File: src/rtl/imem_line_responder.sv
// Fetch-side instruction responder: serves hits from a single line buffer and
// refills it word by word over a req/ack memory bus on a miss.
module imem_line_responder #(
    parameter int unsigned LINE_WORDS = 4,
    parameter logic [31:0] NOP_INST   = 32'h0000_0013
) (
    input  logic        clk,
    input  logic        reset,
    input  logic [31:0] fetch_addr,
    input  logic        fetch_kill,
    input  logic        flush,
    output logic [31:0] inst,
    output logic        stall,
    output logic        fetch_err,
    output logic        mem_req,
    output logic [31:0] mem_addr,
    input  logic        mem_ack,
    input  logic [31:0] mem_rdata
);
    localparam int unsigned BEAT_BITS = $clog2(LINE_WORDS);
    localparam int unsigned OFF_BITS  = BEAT_BITS + 2;
    localparam int unsigned TAG_BITS  = 32 - OFF_BITS;
    localparam logic [BEAT_BITS-1:0] LAST_BEAT = BEAT_BITS'(LINE_WORDS - 1);

    typedef enum logic [1:0] {IDLE, FILL, DRAIN} state_t;

    state_t               state_reg, state_next;
    logic                 line_valid_reg, line_valid_next;
    logic [TAG_BITS-1:0]  tag_reg, tag_next;
    logic [TAG_BITS-1:0]  fill_tag_reg, fill_tag_next;
    logic [BEAT_BITS-1:0] beat_cnt_reg, beat_cnt_next;
    logic                 mem_req_reg, mem_req_next;
    logic [31:0]          mem_addr_reg, mem_addr_next;
    logic                 word_we;
    logic [31:0]          line_data [LINE_WORDS];

    logic                 misaligned;
    logic                 tag_hit;
    logic                 miss;
    logic [TAG_BITS-1:0]  fetch_tag;
    logic [BEAT_BITS-1:0] word_sel;

    assign misaligned = |fetch_addr[1:0];
    assign fetch_tag  = fetch_addr[31:OFF_BITS];
    assign word_sel   = fetch_addr[OFF_BITS-1:2];
    assign tag_hit    = line_valid_reg && (tag_reg == fetch_tag);
    assign miss       = !misaligned && !tag_hit;

    // Outside IDLE the line is being rewritten, so nothing may be served from it.
    assign stall     = (state_reg != IDLE) || miss;
    assign fetch_err = misaligned;
    assign inst      = misaligned ? NOP_INST : line_data[word_sel];
    assign mem_req   = mem_req_reg;
    assign mem_addr  = mem_addr_reg;

    always_ff @(posedge clk or negedge reset) begin
        if (!reset) begin
            state_reg      <= IDLE;
            line_valid_reg <= 1'b0;
            tag_reg        <= '0;
            fill_tag_reg   <= '0;
            beat_cnt_reg   <= '0;
            mem_req_reg    <= 1'b0;
            mem_addr_reg   <= '0;
        end else begin
            state_reg      <= state_next;
            line_valid_reg <= line_valid_next;
            tag_reg        <= tag_next;
            fill_tag_reg   <= fill_tag_next;
            beat_cnt_reg   <= beat_cnt_next;
            mem_req_reg    <= mem_req_next;
            mem_addr_reg   <= mem_addr_next;
        end
    end

    // Data words carry no reset; line_valid guards their use.
    always_ff @(posedge clk) begin
        if (word_we) begin
            line_data[beat_cnt_reg] <= mem_rdata;
        end
    end

    always_comb begin
        state_next      = state_reg;
        line_valid_next = line_valid_reg;
        tag_next        = tag_reg;
        fill_tag_next   = fill_tag_reg;
        beat_cnt_next   = beat_cnt_reg;
        mem_req_next    = mem_req_reg;
        mem_addr_next   = mem_addr_reg;
        word_we         = 1'b0;

        case (state_reg)
            IDLE: begin
                if (flush) begin
                    line_valid_next = 1'b0;
                end
                if (miss) begin
                    fill_tag_next   = fetch_tag;
                    line_valid_next = 1'b0;
                    beat_cnt_next   = '0;
                    mem_req_next    = 1'b1;
                    mem_addr_next   = {fetch_tag, {BEAT_BITS{1'b0}}, 2'b00};
                    state_next      = FILL;
                end
            end

            FILL: begin
                if (fetch_kill || flush) begin
                    // An ack in the kill cycle retires the request; otherwise wait it out.
                    if (mem_ack) begin
                        mem_req_next = 1'b0;
                        state_next   = IDLE;
                    end else begin
                        state_next   = DRAIN;
                    end
                end else if (mem_ack) begin
                    word_we       = 1'b1;
                    beat_cnt_next = beat_cnt_reg + 1'b1;
                    if (beat_cnt_reg == LAST_BEAT) begin
                        line_valid_next = 1'b1;
                        tag_next        = fill_tag_reg;
                        mem_req_next    = 1'b0;
                        state_next      = IDLE;
                    end else begin
                        mem_addr_next = {fill_tag_reg, beat_cnt_next, 2'b00};
                    end
                end
            end

            DRAIN: begin
                if (mem_ack) begin
                    mem_req_next = 1'b0;
                    state_next   = IDLE;
                end
            end

            default: begin
                mem_req_next = 1'b0;
                state_next   = IDLE;
            end
        endcase
    end

endmodule

File: config.mk
export PLATFORM = sky130hd
export DESIGN_NAME = imem_line_responder
export DESIGN_NICKNAME = d
export VERILOG_FILES = /design/src/rtl/imem_line_responder.sv
export SDC_FILE = /design/constraint.sdc
export NUM_CORES = 1
export LEC_CHECK = 0
export CORE_MARGIN = 2
export CORE_UTILIZATION = 45
export DETAILED_ROUTE_END_ITERATION = 10
export PLACE_DENSITY = 0.75
export SYNTH_ARGS = -nofsm -noshare
export SYNTH_HDL_FRONTEND = slang
export SYNTH_SLANG_ARGS = --single-unit
File: constraint.sdc
create_clock -name clk -period 3.8 [get_ports clk]
set_input_delay 0.57 -clock clk [delete_from_list [all_inputs] [get_ports clk]]
set_output_delay 0.57 -clock clk [all_outputs]
set_load 0.05 [all_outputs]
==> results of run 1 <==
-- metrics by stage --
stage                     area (sq um)  power, mW  hold slack, ns  instances  utilization
after floorplan                   9300      3.929          0.2744        508            -
after global placement           11240      4.451          0.4784        895       0.5553
after detailed placement         11240      4.480          0.4814        895       0.5553
after CTS                        11970      6.693          0.1704        936       0.5914
after global routing             11970      6.866          0.1897        936       0.5914
final                            11970      6.622          0.1497        936       0.5914
-- metal layers --
layer,global-route usage,up-vias,share of wire
li1,-,2193,-
met1,0.2265,2488,0.43
met2,0.2940,143,0.49
met3,0.03765,16,0.067
met4,0.03317,0,0.012
met5,0,-,0
-- worst max-delay path, stage by stage --
cell,delay (ns)
clkdlybuf4s50_1,0.46
xor2_1,0.18
nor4_1,0.50
nand4_1,0.25
o21ai_4,0.26
nand2_1,0.09
buf_4,0.21
-- kinds of logic (layout without fill, tap and decap cells) --
kind of cell / Yosys count / after routing / share of synthesized area
AOI/OAI and AO/OA: 14 / 14 / 0.01158
adders and majority gates: 4 / 4 / 0.005384
buffers and inverters: 33 / 191 / 0.01992
muxes: 144 / 144 / 0.2350
xor gates and xnor gates: 29 / 29 / 0.02732
and+or+nand+nor: 62 / 62 / 0.03930
DFF: 220 / 220 / 0.6611
other: 1 / 2 / 0.0004034
-- worst max-delay path by stage --
stage / endpoint / slack (ns)
floorplan: inst[4] / 1.24
global placement: mem_addr[31]$_DFFE_PN0P_ / 0.51
detailed placement: mem_addr[24]$_DFFE_PN0P_ / 0.49
CTS: stall / 0.65
global route: stall / 0.60
finish: stall / 0.70
-- placed cells by master, fill, tap and decap left out, drive strengths merged, types with 3 or more instances in the layout --
cell type and count:
and2 32, buf 45, bufinv 3, clkbuf 26, clkdlybuf4s50 98, clkinv 11
dfrtp 92, edfxtp 128, ha 4, inv 8, mux2 112, mux4 32
nand2 7, nand2b 4, nand4 4, nor2 4, nor3 3, nor4 3
o21ai 4, xnor2 14, xor2 15
-- Yosys cell counts, types with 6 or more instances --
| cell | n | area share |
|---|---|---|
| edfxtp_1 | 128 | 0.41 |
| dfrtp_1 | 92 | 0.25 |
| mux2_2 | 58 | 0.070 |
| mux2_4 | 54 | 0.087 |
| and2_1 | 32 | 0.022 |
| mux4_2 | 32 | 0.078 |
| xor2_1 | 15 | 0.014 |
| xnor2_1 | 14 | 0.013 |
| clkbuf_1 | 10 | 0.0040 |
| buf_2 | 7 | 0.0038 |
| inv_1 | 7 | 0.0028 |
| nand2_1 | 7 | 0.0028 |
| buf_6 | 6 | 0.0073 |
-- power by group --
group          switching [mW]  internal, mW
Clock                   0.882          1.31
Combinational           0.834         0.708
Sequential              0.146          2.75
-- final cells by class --
type                            count  area, sq um  share of cell area
Timing Repair Buffer              143         1729              0.1445
Multi-Input combinational cell    255         2997              0.2504
Clock inverter                     15        143.9             0.01202
Clock buffer                       26        586.8             0.04904
Tap cell                          270        337.8             0.02823
Sequential cell                   220         6146              0.5136
Inverter                            7        26.28            0.002196
==> parameters.txt, run 1 <==
Parameter                              Value

CTS
  Cts-stage hold buffer count    0
  Cts repair resizes    0
  CTS Root Cell    clkbuf_16
  Clock slew at reported path FFs    0.06 ns
  TritonCTS clock tree    yes
  CTS H-Tree Depth    1
  Postcts setup bufs    0
  Maximum buffer depth of the clock tree    3
  Clock sink count    220
  TritonCTS buffer count    23
  Clock latency on the worst-skew pair    0.50 ns

Detailed routing
  Overall via count from detail_route    4840
  Average wire per cell in the routed design    19.58 microns
  Number of remaining DRC errors    0
  DR pass1 iterations    4
  Sum of routed wire length over all layers    18330 microns
  Vias per Instance    5.171
  Routed Antenna Nets    0
  Number of design-rule violations left by the first detailed-router iteration    323

Die
  Width of the die    147.7 microns
  Placement Rows    52
  I/O pin total    136
  Total Die Area    21820 sq um
  Initial Utilization    0.4594
  Die height    147.7 microns
  Core area    20230 sq um

Status
  Run status    complete, no violations

Worst setup path
  Worst reg-to-reg path cell count    7
  CP startpoint kind    primary input
  Critical path origin    fetch_addr[10]
  Type of the worst setup path    primary input to output port
  Data required time at the worst endpoint    3.23 ns
  CP arrival    2.53 ns
  Launch instance of the worst register-to-register path    beat_cnt_reg[0]$_DFFE_PN0P_
  Worst-case register-to-register setup slack    0.99 ns
  Kind of end point of the critical path    output port
  R2r endpoint    mem_addr[31]$_DFFE_PN0P_
  CP Max Fanout    3

Final layout
  Synth-to-Final Area Change    28.72%
  Fraction of layout instances using a drive strength above 1    0.3453
  Fill count    1449
  Max reg flops    128
  Total number of nets in the final design    723
  Diodes inserted    0

Place
  Post-Place Worst Slack    0.4873 ns
  HPWL reported at the end of detailed placement    11770 microns
  Gpl congestion    0.7557
  Port Buffers    133

STA
  Headroom to the max-slew limit    0.3896
  Worst Setup Slack, final    0.7003 ns
  Final hold vios    0
  Highest attainable clock frequency    0.3226 GHz
  Max Transition Viols Final    0
  Maximum clock skew at final layout    0.009477 ns
  Pin slew with the least headroom to its limit    0.9156 ns
  Period minus WS final    3.100 ns
  Unrepaired setup endpoints after global routing    false
  Final clock period utilization by the worst path    0.8157
  Post-Route Setup TNS    0 ns
  Final Setup Violations    0

Logic synthesis
  Yosys synthesis warning count    0
  Number of standard cells after synthesis    507
  Count of flip-flops with a built-in enable after synthesis    128
  Post-synthesis instance area    9296 sq um
  Prevailing post-synth register cell    edfxtp_1
  Share of flip-flops with an asynchronous set or reset after synthesis    0.4182
  Mean cell area of the mapped netlist    18.34 sq um
  Number of different library cells in the post-synthesis netlist    37
  Register bit total from synthesis    220
  Sequential area share after synthesis    0.6611

Hold path
  Class of the tightest hold or removal check    primary input to asynchronous set/reset pin

Power and ir drop
  Peak supply drop    0.0004771 V
  Leakage component of the power    4.626 nW
  Cell area power density    553.4 nW/um^2

Global routing
  Via count of the first global-routing pass    5415
  Global-route usage over all layers    0.1709
  Initial antenna violation count    0
  Largest net degree at the start of global routing    65
  Congestion Overflow GR    0
  Global-route wire length before repair    29370 microns

Flow run
  Max-capacitance violation count    0
(Power assumes the default switching activity.)
==> run 2, diff against run 1 <==
==> constraint.sdc (replaced) <==
create_clock -name clk -period 3.2 [get_ports clk]
set_input_delay 0.48 -clock clk [delete_from_list [all_inputs] [get_ports clk]]
set_output_delay 0.48 -clock clk [all_outputs]
set_load 0.05 [all_outputs]
==> run 2 against run 1 <==
Net effect:
- routed wire length grew 4.1%
- clock power grew 27%
- power grew 22%
- clock skew grew 0.0034 ns
- core utilization grew 1.2 points
- sequential power grew 19%
- cell count grew 1.2%
- critical path depth is the same
- via count grew 0.87%
- combinational power grew 21%
- critical path type unchanged
==> parameters.txt, run 2 (synthesis gave the netlist of run 1 again) <==
Parameter                              Value

Status
  Run status    complete, no violations

Place
  DP Area    11390 sq um
  Port Buffers    133
  Gpl congestion    0.8209
  Total placed cells including tap cells    904
  HPWL reported at the end of detailed placement    12510 microns

Final layout
  Fraction of layout instances using a drive strength above 1    0.3683
  Final design utilization    0.6033
  Fill count    1444
  Multi-input gate area    3003 sq um
  Sequential standard cell area    6146 sq um
  Max reg flops    128
  Synth-to-Final Area Change    31.31%
  Design area    12210 sq um
  Total number of nets in the final design    732
  Most common cell after layout, fill and taps aside    edfxtp_1
  Most frequent cells in the layout    edfxtp_1 (128), clkdlybuf4s50_1 (98), dfrtp_1 (92)
  Post-route non-filler standard cell count    947

CTS
  Clock latency on the worst-skew pair    0.50 ns
  Maximum buffer depth of the clock tree    3
  CTS H-Tree Depth    1
  TritonCTS buffer count    23
  Clock sink count    220
  Clock slew at reported path FFs    0.07 ns
  Postcts setup bufs    0
  TritonCTS clock tree    yes
  CTS Root Cell    clkbuf_16

STA
  Max Transition Viols Final    0
  Final Setup Violations    0
  Pin slew with the least headroom to its limit    0.7028 ns
  Post-Route Setup TNS    0 ns
  Period minus WS final    2.969 ns
  Hold Slack    0.02754 ns
  Highest attainable clock frequency    0.3368 GHz
  Final hold vios    0
  Headroom to the max-slew limit    0.5314
  Unrepaired setup endpoints after global routing    false
  Final clock period utilization by the worst path    0.9279
  Maximum clock skew at final layout    0.01287 ns

Global routing
  Routing usage on met1    0.2475
  Congestion Overflow GR    0
  Global-route usage over all layers    0.1791
  Via count of the first global-routing pass    5412
  Busiest layer in global routing    met2
  Initial antenna violation count    0
  Global-route wire length before repair    30420 microns
  Met3 global-route usage    0.03796
  Met2 track demand over resource in global routing    0.2933
  Largest net degree at the start of global routing    54

Detailed routing
  Vias per Instance    5.155
  Sum of routed wire length over all layers    19070 microns
  Overall via count from detail_route    4882
  Number of design-rule violations left by the first detailed-router iteration    266
  Average wire per cell in the routed design    20.14 microns
  Routed Antenna Nets    0
  Number of remaining DRC errors    0
  DR pass1 iterations    4

Power and ir drop
  Leakage component of the power    4.741 nW
  Peak supply drop    0.0005775 V
  Cell area power density    663.3 nW/um^2

Die
  Initial Utilization    0.4594
  Die height    147.7 microns
  Core area    20230 sq um
  I/O pin total    136
  Total Die Area    21820 sq um
  Width of the die    147.7 microns
  Placement Rows    52

Worst setup path
  CP startpoint kind    primary input
  Kind of end point of the critical path    output port
  CP Max Fanout    3
  CP arrival    2.49 ns
  Type of the worst setup path    primary input to output port
  Data required time at the worst endpoint    2.72 ns

Flow run
  Max-capacitance violation count    0

Hold path
  Class of the tightest hold or removal check    primary input to asynchronous set/reset pin
[run 2: changes by cell type in the layout (fill, tap and decap cells not counted), moves of 2 or more]
| cell | previous run | this run |
|---|---|---|
| buf_12 | 33 | 40 |
| clkinv_1 | 8 | 1 |
| clkbuf_8 | 0 | 4 |
| buf_4 | 11 | 13 |
| clkinv_2 | 3 | 5 |
[run 2: final cells by class]
cell class                 count  area share
antenna                        1   0.0002050
clock buffer                  31     0.05494
clock inverter                11     0.01117
inverter                       7    0.002153
multi-input combinational    255      0.2460
sequential                   220      0.5035
tap                          270     0.02768
timing repair buffer         152      0.1544
[run 2: metal layers]
metal | vias up | routed length (microns)
met4 | 0 | 415
met2 | 158 | 9114
met5 | - | 0
met1 | 2485 | 8284
met3 | 31 | 1257
li1 | 2208 | -
[run 2: timing repair]
item,in CTS,in global routing
hold endpoints to repair,0,0
hold buffers,0,0
setup endpoints to repair,0,1
resized for setup,0,1
[run 2: path summary, 6_finish.rpt]
check / startpoint / endpoint / slack [ns] / cells past startpoint
min in group clk: line_valid_reg$_DFFE_PN0P_ / line_valid_reg$_DFFE_PN0P_ / 0.49 / 1
worst min-delay path: reset / tag_reg[4]$_DFFE_PN0P_ / 0.03 / 1
worst max-delay path: fetch_addr[14] / stall / 0.23 / 7
max in group asynchronous: reset / tag_reg[21]$_DFFE_PN0P_ / 2.40 / 2
worst min register to register: line_valid_reg$_DFFE_PN0P_ / line_valid_reg$_DFFE_PN0P_ / 0.49 / 1
worst max register to register: beat_cnt_reg[0]$_DFFE_PN0P_ / mem_addr[13]$_DFFE_PN0P_ / 0.56 / 7
[run 2: per-stage QoR]
step	total power [mW]	setup WS, ns
after floorplan	4.666	0.6752
after global placement	5.313	0.04482
after detailed placement	5.359	-0.02645
after CTS	8.172	0.1010
after global routing	8.383	0.1481
final	8.097	0.2308
[run 2: power by group]
group | switching [mW] | total, mW | internal, mW
logic | 1.00 | 1.86 | 0.858
registers | 0.190 | 3.45 | 3.26
clock network | 1.07 | 2.78 | 1.72
total | 2.26 | 8.10 | 5.84
[run 2: critical path, stage by stage]
cell,delay [ns]
clkdlybuf4s50_1,0.45
xor2_1,0.18
nor4_1,0.52
nand4_1,0.28
o21ai_4,0.28
nand2_1,0.09
buf_4,0.21
